$ cat src/rtl/mcp01_if.sv
// mcp01_if: controller <-> datapath bundle for the MCP01 machine.
// Purpose: carries the run request and IR opcode into the controller and every
//          datapath strobe plus status/debug back out.
// Ports (modports):
//   master - controller side: takes run/opcode, drives strobes and status.
//   slave  - datapath/observer side: drives run/opcode, takes strobes and status.
interface mcp01_if #(
  parameter int DW = 6
);
  logic          run;
  logic [2:0]    opcode;
  logic          IorD;
  logic          MemRead;
  logic          IR_Write;
  logic          PC_Write;
  logic          PCsel;
  logic          d_in_sel;
  logic          push;
  logic          pop;
  logic          MemWrite;
  logic          ldop1;
  logic          ldop2;
  logic          ALU_Src_A;
  logic          ALU_Src_B;
  logic          tos;
  logic          JZ;
  logic [1:0]    ALU_Control;
  logic [DW-1:0] depth;
  logic          busy;
  logic          instr_done;
  logic          err;
  logic [3:0]    state;

  modport master (
    input  run, opcode,
    output IorD, MemRead, IR_Write, PC_Write, PCsel, d_in_sel, push, pop,
           MemWrite, ldop1, ldop2, ALU_Src_A, ALU_Src_B, tos, JZ, ALU_Control,
           depth, busy, instr_done, err, state
  );

  modport slave (
    output run, opcode,
    input  IorD, MemRead, IR_Write, PC_Write, PCsel, d_in_sel, push, pop,
           MemWrite, ldop1, ldop2, ALU_Src_A, ALU_Src_B, tos, JZ, ALU_Control,
           depth, busy, instr_done, err, state
  );
endinterface

$ cat src/rtl/mcp01_controller.sv
// mcp01_controller: multicycle control FSM for the MCP01 stack datapath.
// Purpose: sequences fetch/decode/execute for the 8-instruction stack ISA,
//          tracks stack occupancy and traps underflow/overflow in DECODE
//          before any stack strobe is issued.
// Ports:
//   clk - rising-edge clock
//   rst - synchronous reset, active low
//   bus - mcp01_if.master: run/opcode in; strobes, depth, busy,
//         instr_done, err and state out
module mcp01_controller #(
  parameter int STACK_DEPTH = 32,
  parameter int DW          = 6
) (
  input  logic      clk,
  input  logic      rst,
  mcp01_if.master   bus
);

  typedef enum logic [3:0] {
    IDLE, FETCH, DECODE, POP_A, POP_B, LD_B, LD_A, EXEC,
    WB, MEM_RD, PUSH_WB, MEM_WR, JMP, TOS, JZ_CHK, ERR
  } state_t;

  state_t        state_reg, state_next;
  logic [DW-1:0] depth_reg, depth_next;
  logic          fault;

  always_ff @(posedge clk) begin
    if (!rst) begin
      state_reg <= IDLE;
      depth_reg <= '0;
    end else begin
      state_reg <= state_next;
      depth_reg <= depth_next;
    end
  end

  // Stack check for the instruction sitting in the IR; only consulted in DECODE.
  always_comb begin
    fault = 1'b0;
    case (bus.opcode)
      3'b000, 3'b001, 3'b010: fault = (depth_reg < DW'(2));
      3'b011, 3'b101, 3'b111: fault = (depth_reg == '0);
      3'b100:                 fault = (depth_reg == DW'(STACK_DEPTH));
      default:                fault = 1'b0;
    endcase
  end

  always_comb begin
    bus.IorD        = 1'b0;
    bus.MemRead     = 1'b0;
    bus.IR_Write    = 1'b0;
    bus.PC_Write    = 1'b0;
    bus.PCsel       = 1'b0;
    bus.d_in_sel    = 1'b0;
    bus.push        = 1'b0;
    bus.pop         = 1'b0;
    bus.MemWrite    = 1'b0;
    bus.ldop1       = 1'b0;
    bus.ldop2       = 1'b0;
    bus.ALU_Src_A   = 1'b0;
    bus.ALU_Src_B   = 1'b0;
    bus.tos         = 1'b0;
    bus.JZ          = 1'b0;
    bus.ALU_Control = 2'b00;
    bus.instr_done  = 1'b0;
    state_next      = state_reg;
    depth_next      = depth_reg;

    case (state_reg)
      IDLE: if (bus.run) state_next = FETCH;
      FETCH: begin
        // ALU sources/op left at 0 so ALUout captures PC+1.
        bus.MemRead  = 1'b1;
        bus.IR_Write = 1'b1;
        state_next   = DECODE;
      end
      DECODE: begin
        if (fault) begin
          state_next = ERR;
        end else begin
          bus.PC_Write = 1'b1;
          case (bus.opcode)
            3'b100:  state_next = MEM_RD;
            3'b110:  state_next = JMP;
            3'b111:  state_next = TOS;
            default: state_next = POP_A;
          endcase
        end
      end
      POP_A: begin
        bus.pop    = 1'b1;
        depth_next = depth_reg - DW'(1);
        case (bus.opcode)
          3'b011:  state_next = LD_A;
          3'b101:  state_next = MEM_WR;
          default: state_next = POP_B;
        endcase
      end
      POP_B: begin
        // Old top is on d_out now; latch it as op1 while popping the next entry.
        bus.pop    = 1'b1;
        bus.ldop1  = 1'b1;
        depth_next = depth_reg - DW'(1);
        state_next = LD_B;
      end
      LD_B: begin
        bus.ldop2  = 1'b1;
        state_next = EXEC;
      end
      LD_A: begin
        bus.ldop1  = 1'b1;
        state_next = EXEC;
      end
      EXEC: begin
        bus.ALU_Src_A   = 1'b1;
        bus.ALU_Src_B   = 1'b1;
        bus.ALU_Control = bus.opcode[1:0];
        state_next      = WB;
      end
      WB: begin
        bus.d_in_sel   = 1'b1;
        bus.push       = 1'b1;
        bus.instr_done = 1'b1;
        depth_next     = depth_reg + DW'(1);
        state_next     = FETCH;
      end
      MEM_RD: begin
        bus.IorD    = 1'b1;
        bus.MemRead = 1'b1;
        state_next  = PUSH_WB;
      end
      PUSH_WB: begin
        bus.IorD       = 1'b1;
        bus.MemRead    = 1'b1;
        bus.push       = 1'b1;
        bus.instr_done = 1'b1;
        depth_next     = depth_reg + DW'(1);
        state_next     = FETCH;
      end
      MEM_WR: begin
        bus.IorD       = 1'b1;
        bus.MemWrite   = 1'b1;
        bus.instr_done = 1'b1;
        state_next     = FETCH;
      end
      JMP: begin
        bus.PCsel      = 1'b1;
        bus.PC_Write   = 1'b1;
        bus.instr_done = 1'b1;
        state_next     = FETCH;
      end
      TOS: begin
        bus.tos    = 1'b1;
        state_next = JZ_CHK;
      end
      JZ_CHK: begin
        // Datapath loads PC only when d_out is zero.
        bus.PCsel      = 1'b1;
        bus.JZ         = 1'b1;
        bus.instr_done = 1'b1;
        state_next     = FETCH;
      end
      ERR:     state_next = ERR;
      default: state_next = IDLE;
    endcase
  end

  assign bus.depth = depth_reg;
  assign bus.busy  = (state_reg != IDLE) && (state_reg != ERR);
  assign bus.err   = (state_reg == ERR);
  assign bus.state = state_reg;

endmodule

$ cat src/flat_wrapper.sv
// flat-port wrapper written by rule: the top's interface ports become plain ports
module mcp01_controller_flat 
#(
  parameter int STACK_DEPTH = 32,
  parameter int DW          = 6
)
  (clk, rst, bus_run, bus_opcode, bus_IorD, bus_MemRead, bus_IR_Write, bus_PC_Write, bus_PCsel, bus_d_in_sel, bus_push, bus_pop, bus_MemWrite, bus_ldop1, bus_ldop2, bus_ALU_Src_A, bus_ALU_Src_B, bus_tos, bus_JZ, bus_ALU_Control, bus_depth, bus_busy, bus_instr_done, bus_err, bus_state);
  mcp01_if #(.DW(DW)) bus_i ();
  input  logic clk;
  input  logic rst;
  input wire logic [$bits(bus_i.run)-1:0] bus_run;
  input wire logic [$bits(bus_i.opcode)-1:0] bus_opcode;
  output wire logic [$bits(bus_i.IorD)-1:0] bus_IorD;
  output wire logic [$bits(bus_i.MemRead)-1:0] bus_MemRead;
  output wire logic [$bits(bus_i.IR_Write)-1:0] bus_IR_Write;
  output wire logic [$bits(bus_i.PC_Write)-1:0] bus_PC_Write;
  output wire logic [$bits(bus_i.PCsel)-1:0] bus_PCsel;
  output wire logic [$bits(bus_i.d_in_sel)-1:0] bus_d_in_sel;
  output wire logic [$bits(bus_i.push)-1:0] bus_push;
  output wire logic [$bits(bus_i.pop)-1:0] bus_pop;
  output wire logic [$bits(bus_i.MemWrite)-1:0] bus_MemWrite;
  output wire logic [$bits(bus_i.ldop1)-1:0] bus_ldop1;
  output wire logic [$bits(bus_i.ldop2)-1:0] bus_ldop2;
  output wire logic [$bits(bus_i.ALU_Src_A)-1:0] bus_ALU_Src_A;
  output wire logic [$bits(bus_i.ALU_Src_B)-1:0] bus_ALU_Src_B;
  output wire logic [$bits(bus_i.tos)-1:0] bus_tos;
  output wire logic [$bits(bus_i.JZ)-1:0] bus_JZ;
  output wire logic [$bits(bus_i.ALU_Control)-1:0] bus_ALU_Control;
  output wire logic [$bits(bus_i.depth)-1:0] bus_depth;
  output wire logic [$bits(bus_i.busy)-1:0] bus_busy;
  output wire logic [$bits(bus_i.instr_done)-1:0] bus_instr_done;
  output wire logic [$bits(bus_i.err)-1:0] bus_err;
  output wire logic [$bits(bus_i.state)-1:0] bus_state;
  assign bus_i.run = bus_run;
  assign bus_i.opcode = bus_opcode;
  assign bus_IorD = bus_i.IorD;
  assign bus_MemRead = bus_i.MemRead;
  assign bus_IR_Write = bus_i.IR_Write;
  assign bus_PC_Write = bus_i.PC_Write;
  assign bus_PCsel = bus_i.PCsel;
  assign bus_d_in_sel = bus_i.d_in_sel;
  assign bus_push = bus_i.push;
  assign bus_pop = bus_i.pop;
  assign bus_MemWrite = bus_i.MemWrite;
  assign bus_ldop1 = bus_i.ldop1;
  assign bus_ldop2 = bus_i.ldop2;
  assign bus_ALU_Src_A = bus_i.ALU_Src_A;
  assign bus_ALU_Src_B = bus_i.ALU_Src_B;
  assign bus_tos = bus_i.tos;
  assign bus_JZ = bus_i.JZ;
  assign bus_ALU_Control = bus_i.ALU_Control;
  assign bus_depth = bus_i.depth;
  assign bus_busy = bus_i.busy;
  assign bus_instr_done = bus_i.instr_done;
  assign bus_err = bus_i.err;
  assign bus_state = bus_i.state;
  mcp01_controller #(.STACK_DEPTH(STACK_DEPTH), .DW(DW)) u_core (.clk(clk), .rst(rst), .bus(bus_i));
endmodule
$ cat config.mk
export PLATFORM = sky130hd
export DESIGN_NAME = mcp01_controller_flat
export DESIGN_NICKNAME = d
export VERILOG_FILES = /design/src/rtl/mcp01_if.sv /design/src/rtl/mcp01_controller.sv /design/src/flat_wrapper.sv
export SDC_FILE = /design/constraint.sdc
export NUM_CORES = 1
export LEC_CHECK = 0
export CORE_UTILIZATION = 30
export CTS_CLUSTER_DIAMETER = 60
export CTS_CLUSTER_SIZE = 28
export DETAILED_ROUTE_END_ITERATION = 8
export GPL_TIMING_DRIVEN = 1
export PLACE_DENSITY_LB_ADDON = 0.25
export SETUP_SLACK_MARGIN = 0.5
export SKIP_CTS_REPAIR_TIMING = 1
export SKIP_LAST_GASP = 1
export SYNTH_ARGS = -nofsm -noshare
export SYNTH_HDL_FRONTEND = slang
export SYNTH_SLANG_ARGS = --single-unit
$ cat constraint.sdc
create_clock -name clk -period 2.4 [get_ports clk]
set_input_delay 0.6 -clock clk [delete_from_list [all_inputs] [get_ports clk]]
set_output_delay 0.6 -clock clk [all_outputs]
set_load 0.03 [all_outputs]
==> impl_metrics.env <==
export IMPL_die_h_um=58.96
export IMPL_crit_arrival_ns=1.52
export IMPL_die_area_um2=3476
export IMPL_routed_wl_um=3200
export IMPL_gr_usage_met2_pct=23.38
export IMPL_skew_ns=0.0005982
export IMPL_worst_path_max_fanout=3
export IMPL_core_area_um2=3078
export IMPL_ir_drop_mv=0.2601
export IMPL_synth_simple_area_share_pct=33.68
export IMPL_diodes=0
export IMPL_ys_ff_latch=10
export IMPL_drc=0
export IMPL_clk_pin_slew_worst_paths_ns=0.07
export IMPL_largest_reg_flops=6
export IMPL_gr_total_overflow=0
export IMPL_pwr_share_seq_pct=31.7
export IMPL_ant_nets=0
export IMPL_final_nets=201
export IMPL_initialDrtViolationCount=29
export IMPL_syn2layout_area_growth_pct=85.48
export IMPL_fp_dieW_um=58.96
export IMPL_synth_compound_area_share_pct=21.85
export IMPL_switching_power_mw=0.2005
export IMPL_insertion_delay_ns=0.27
export IMPL_worstRegToRegCells=10
export IMPL_synthFlopType="dfxtp_1"
export IMPL_drive_above_1_share_pct=51.85
export IMPL_syn_nets=138
export IMPL_io_pins=36
export IMPL_slew_headroom_pct=74.77
export IMPL_synth_xor_area_share_pct=4.499
export IMPL_place_gp_congestion=0.8076
export IMPL_cts_buffer_depth=2
export IMPL_p_int_mw=0.3831
export IMPL_row_count=20
export IMPL_fmax_mhz=472.7
export IMPL_powerDensity_nw_per_um2=323.3
export IMPL_hold_depth=2
export IMPL_viasPerCell=4.953
export IMPL_top_usage_layer="met2"
export IMPL_worstMarginPinSlew_ns=0.3773
export IMPL_crit_type="in2out"
export IMPL_r2r_start="u_core.bus.state[3]"
export IMPL_worst_hold_path_endpoint="u_core.bus.depth[4]"
export IMPL_p_leak_nw=0.9538
export IMPL_reg2reg_slack_ns=0.40
export IMPL_design_area_um2=1805
export IMPL_synth_adder_area_share_pct=7.198
export IMPL_min_from="u_core.bus.depth[4]"
export IMPL_grt_first_pass_wirelength_um=4015
export IMPL_cp_top_family="compound AO/OA/AOI/OAI gates"
export IMPL_finalSetupViolations=0
export IMPL_grt_max_degree=20
export IMPL_holdCritPathClass="reg2reg"
export IMPL_numCtsBuffers=3
export IMPL_dp_hpwl_um=1950
export IMPL_p_comb_share_pct=41.5
export IMPL_wl_per_cell_um=13.73
export IMPL_switching_share_pct=34.36
export IMPL_clockPowerShare_pct=26.8
export IMPL_fin_setup_tns_ns=0
export IMPL_synth_top_family_by_area="simple AND/OR/NAND/NOR gates"
export IMPL_async_reset_ff_share_pct=0
export IMPL_syn_area_per_cell_um2=7.665
export IMPL_post_route_period_util_pct=88.14
export IMPL_grt_antenna_before_repair=0
export IMPL_cts_root_buffer="clkbuf_4"
export IMPL_dpl_cell_area_um2=1453
export IMPL_path_cells="buf_8 > nand4bb_4 > a21oi_2 > o21a_1 > o22ai_4 > buf_6"
export IMPL_worst_ep_required_time_ns=1.80
export IMPL_startpoint_type="input port"
export IMPL_seq_area_frac_synth_pct=20.57
export IMPL_worst_hold_slack_ns=0.5173
export IMPL_cap_viol_max_count=0
export IMPL_fin_crit_ns=2.115
export IMPL_status="completed"
export IMPL_max_stage_delay_ns=0.21
export IMPL_port_buffers=35
export IMPL_netlist_area_um2=973.4
export IMPL_met3_usage_pct=4.396
export IMPL_synth_edf_count=0
export IMPL_num_fill_cells=273
export IMPL_yosys_warnings=0
export IMPL_htreeDepth=1
export IMPL_dr_pass1_iters=5
export IMPL_cts_tree="done"
export IMPL_crit_buf_inv=2
export IMPL_grt_util_met1_pct=20.78
export IMPL_cp_end_kind="output port"
export IMPL_syn_instance_count=127
export IMPL_grt_use_total_pct=15.18
export IMPL_maxSlewViolCount=0
export IMPL_routed_via_count=1154
export IMPL_synth_distinct_cells=40
export IMPL_start_util_pct=31.63
export IMPL_final_hold_viol_count=0
export IMPL_rsz0062_at_grt="true"
export IMPL_rr_endpoint="u_core.bus.depth[5]"
export IMPL_clkSinkCount=10
export IMPL_synthMuxAreaShare_pct=5.141
export IMPL_crit_slowest_cell="nand4bb_4"
export IMPL_grt_pass1_vias=888
-- per-stage QoR --
step	total power, mW	util (%)	instances	setup slack (ns)
finish	0.5837	58.66	233	0.2847
global route	0.6166	58.66	233	0.2498
CTS	0.5392	48.37	207	-0.1701
detailed placement	0.3833	47.20	203	-0.1428
global placement	0.3816	47.20	203	-0.08322
floorplan	0.3260	-	127	0.3344
-- power by group through the flow --
| stage | clock network [mW] | registers, mW | logic [mW] |
|---|---|---|---|
| 6_report | 0.156 | 0.185 | 0.242 |
| 5_1_grt | 0.172 | 0.187 | 0.258 |
| 4_1_cts | 0.159 | 0.193 | 0.188 |
| 3_5_place_dp | 0 | 0.197 | 0.186 |
| 3_3_place_gp | 0 | 0.197 | 0.185 |
| 2_1_floorplan | 0 | 0.198 | 0.128 |
-- layer usage --
| layer | vias up | share of wire, % |
|---|---|---|
| met5 | - | 0 |
| met4 | 0 | 1.1 |
| met3 | 6 | 3.8 |
| met2 | 25 | 47 |
| met1 | 553 | 48 |
| li1 | 570 | - |
-- cell families after synthesis --
group / after synthesis
buffers and inverters: 12
xor gates and xnor gates: 5
and+or+nand+nor: 59
DFF: 10
muxes: 5
AOI/OAI and AO/OA: 31
adders and majority gates: 5
-- cells in the final DEF (no fill, tap or decap), types with 2 or more instances in the layout --
master           count
nand2_1              9
buf_2                4
a21oi_2              5
o21bai_1             2
buf_6                6
nand4_1              2
clkbuf_4             7
xnor2_1              5
o211ai_1             2
dfxtp_1              5
nand3_1              3
nor3_1               2
o22ai_4              2
nand2b_1             4
clkbuf_2             6
nand2b_2             2
nor2_1               7
nand3b_1             2
a31oi_1              5
nand2b_4             2
ha_4                 3
mux2i_1              5
nor4_1               2
clkdlybuf4s50_1      2
dfxtp_4              4
a21o_1               3
dlymetal6s2s_1      11
nor2_2               2
and2_1               2
buf_4               30
o21ai_0              3
inv_1                2
a21oi_1              2
nand2_2              3
nor2b_1              3
and2_4               2
buf_12               2
nor2_4               5
-- synthesized netlist by cell type, types with 4 or more instances --
cell type / number / area (um2)
nor2_1: 12 / 45.04
nor2b_1: 5 / 31.28
and2_1: 4 / 25.02
mux2i_1: 5 / 50.05
a31oi_1: 5 / 31.28
clkbuf_1: 4 / 15.01
ha_1: 4 / 50.05
dfxtp_1: 10 / 200.2
a21oi_1: 7 / 35.03
xnor2_1: 5 / 43.79
nand2_1: 12 / 45.04
nand2b_1: 6 / 37.54
-- layout make-up --
cell class	count	area [um2]	share of cell area [%]
tap	44	55.05	3.049
multi-input combinational	105	873.3	48.37
inverter	3	13.76	0.7623
sequential	10	216.5	11.99
timing repair buffer	67	610.6	33.82
clock buffer	4	36.28	2.010
-- worst min-delay path: cells and delay by family, from the launching register on --
kind,cells,cell delay [ns]
DFF,1,0.35
and+or+nand+nor,2,0.13
-- how the worst max path moves through the flow --
| stage | startpoint | to | cells past startpoint | slack (ns) |
|---|---|---|---|---|
| floorplan | u_core.bus.state[0] | u_core.bus.depth[5] | 10 | 0.33 |
| global placement | bus_opcode[0] | bus_PC_Write | 6 | -0.08 |
| detailed placement | bus_opcode[0] | bus_PC_Write | 6 | -0.14 |
| CTS | bus_opcode[0] | bus_PC_Write | 6 | -0.17 |
| global route | u_core.bus.state[1] | bus_PC_Write | 5 | 0.25 |
| finish | bus_opcode[1] | bus_PC_Write | 6 | 0.28 |
(Power assumes the default switching activity.)
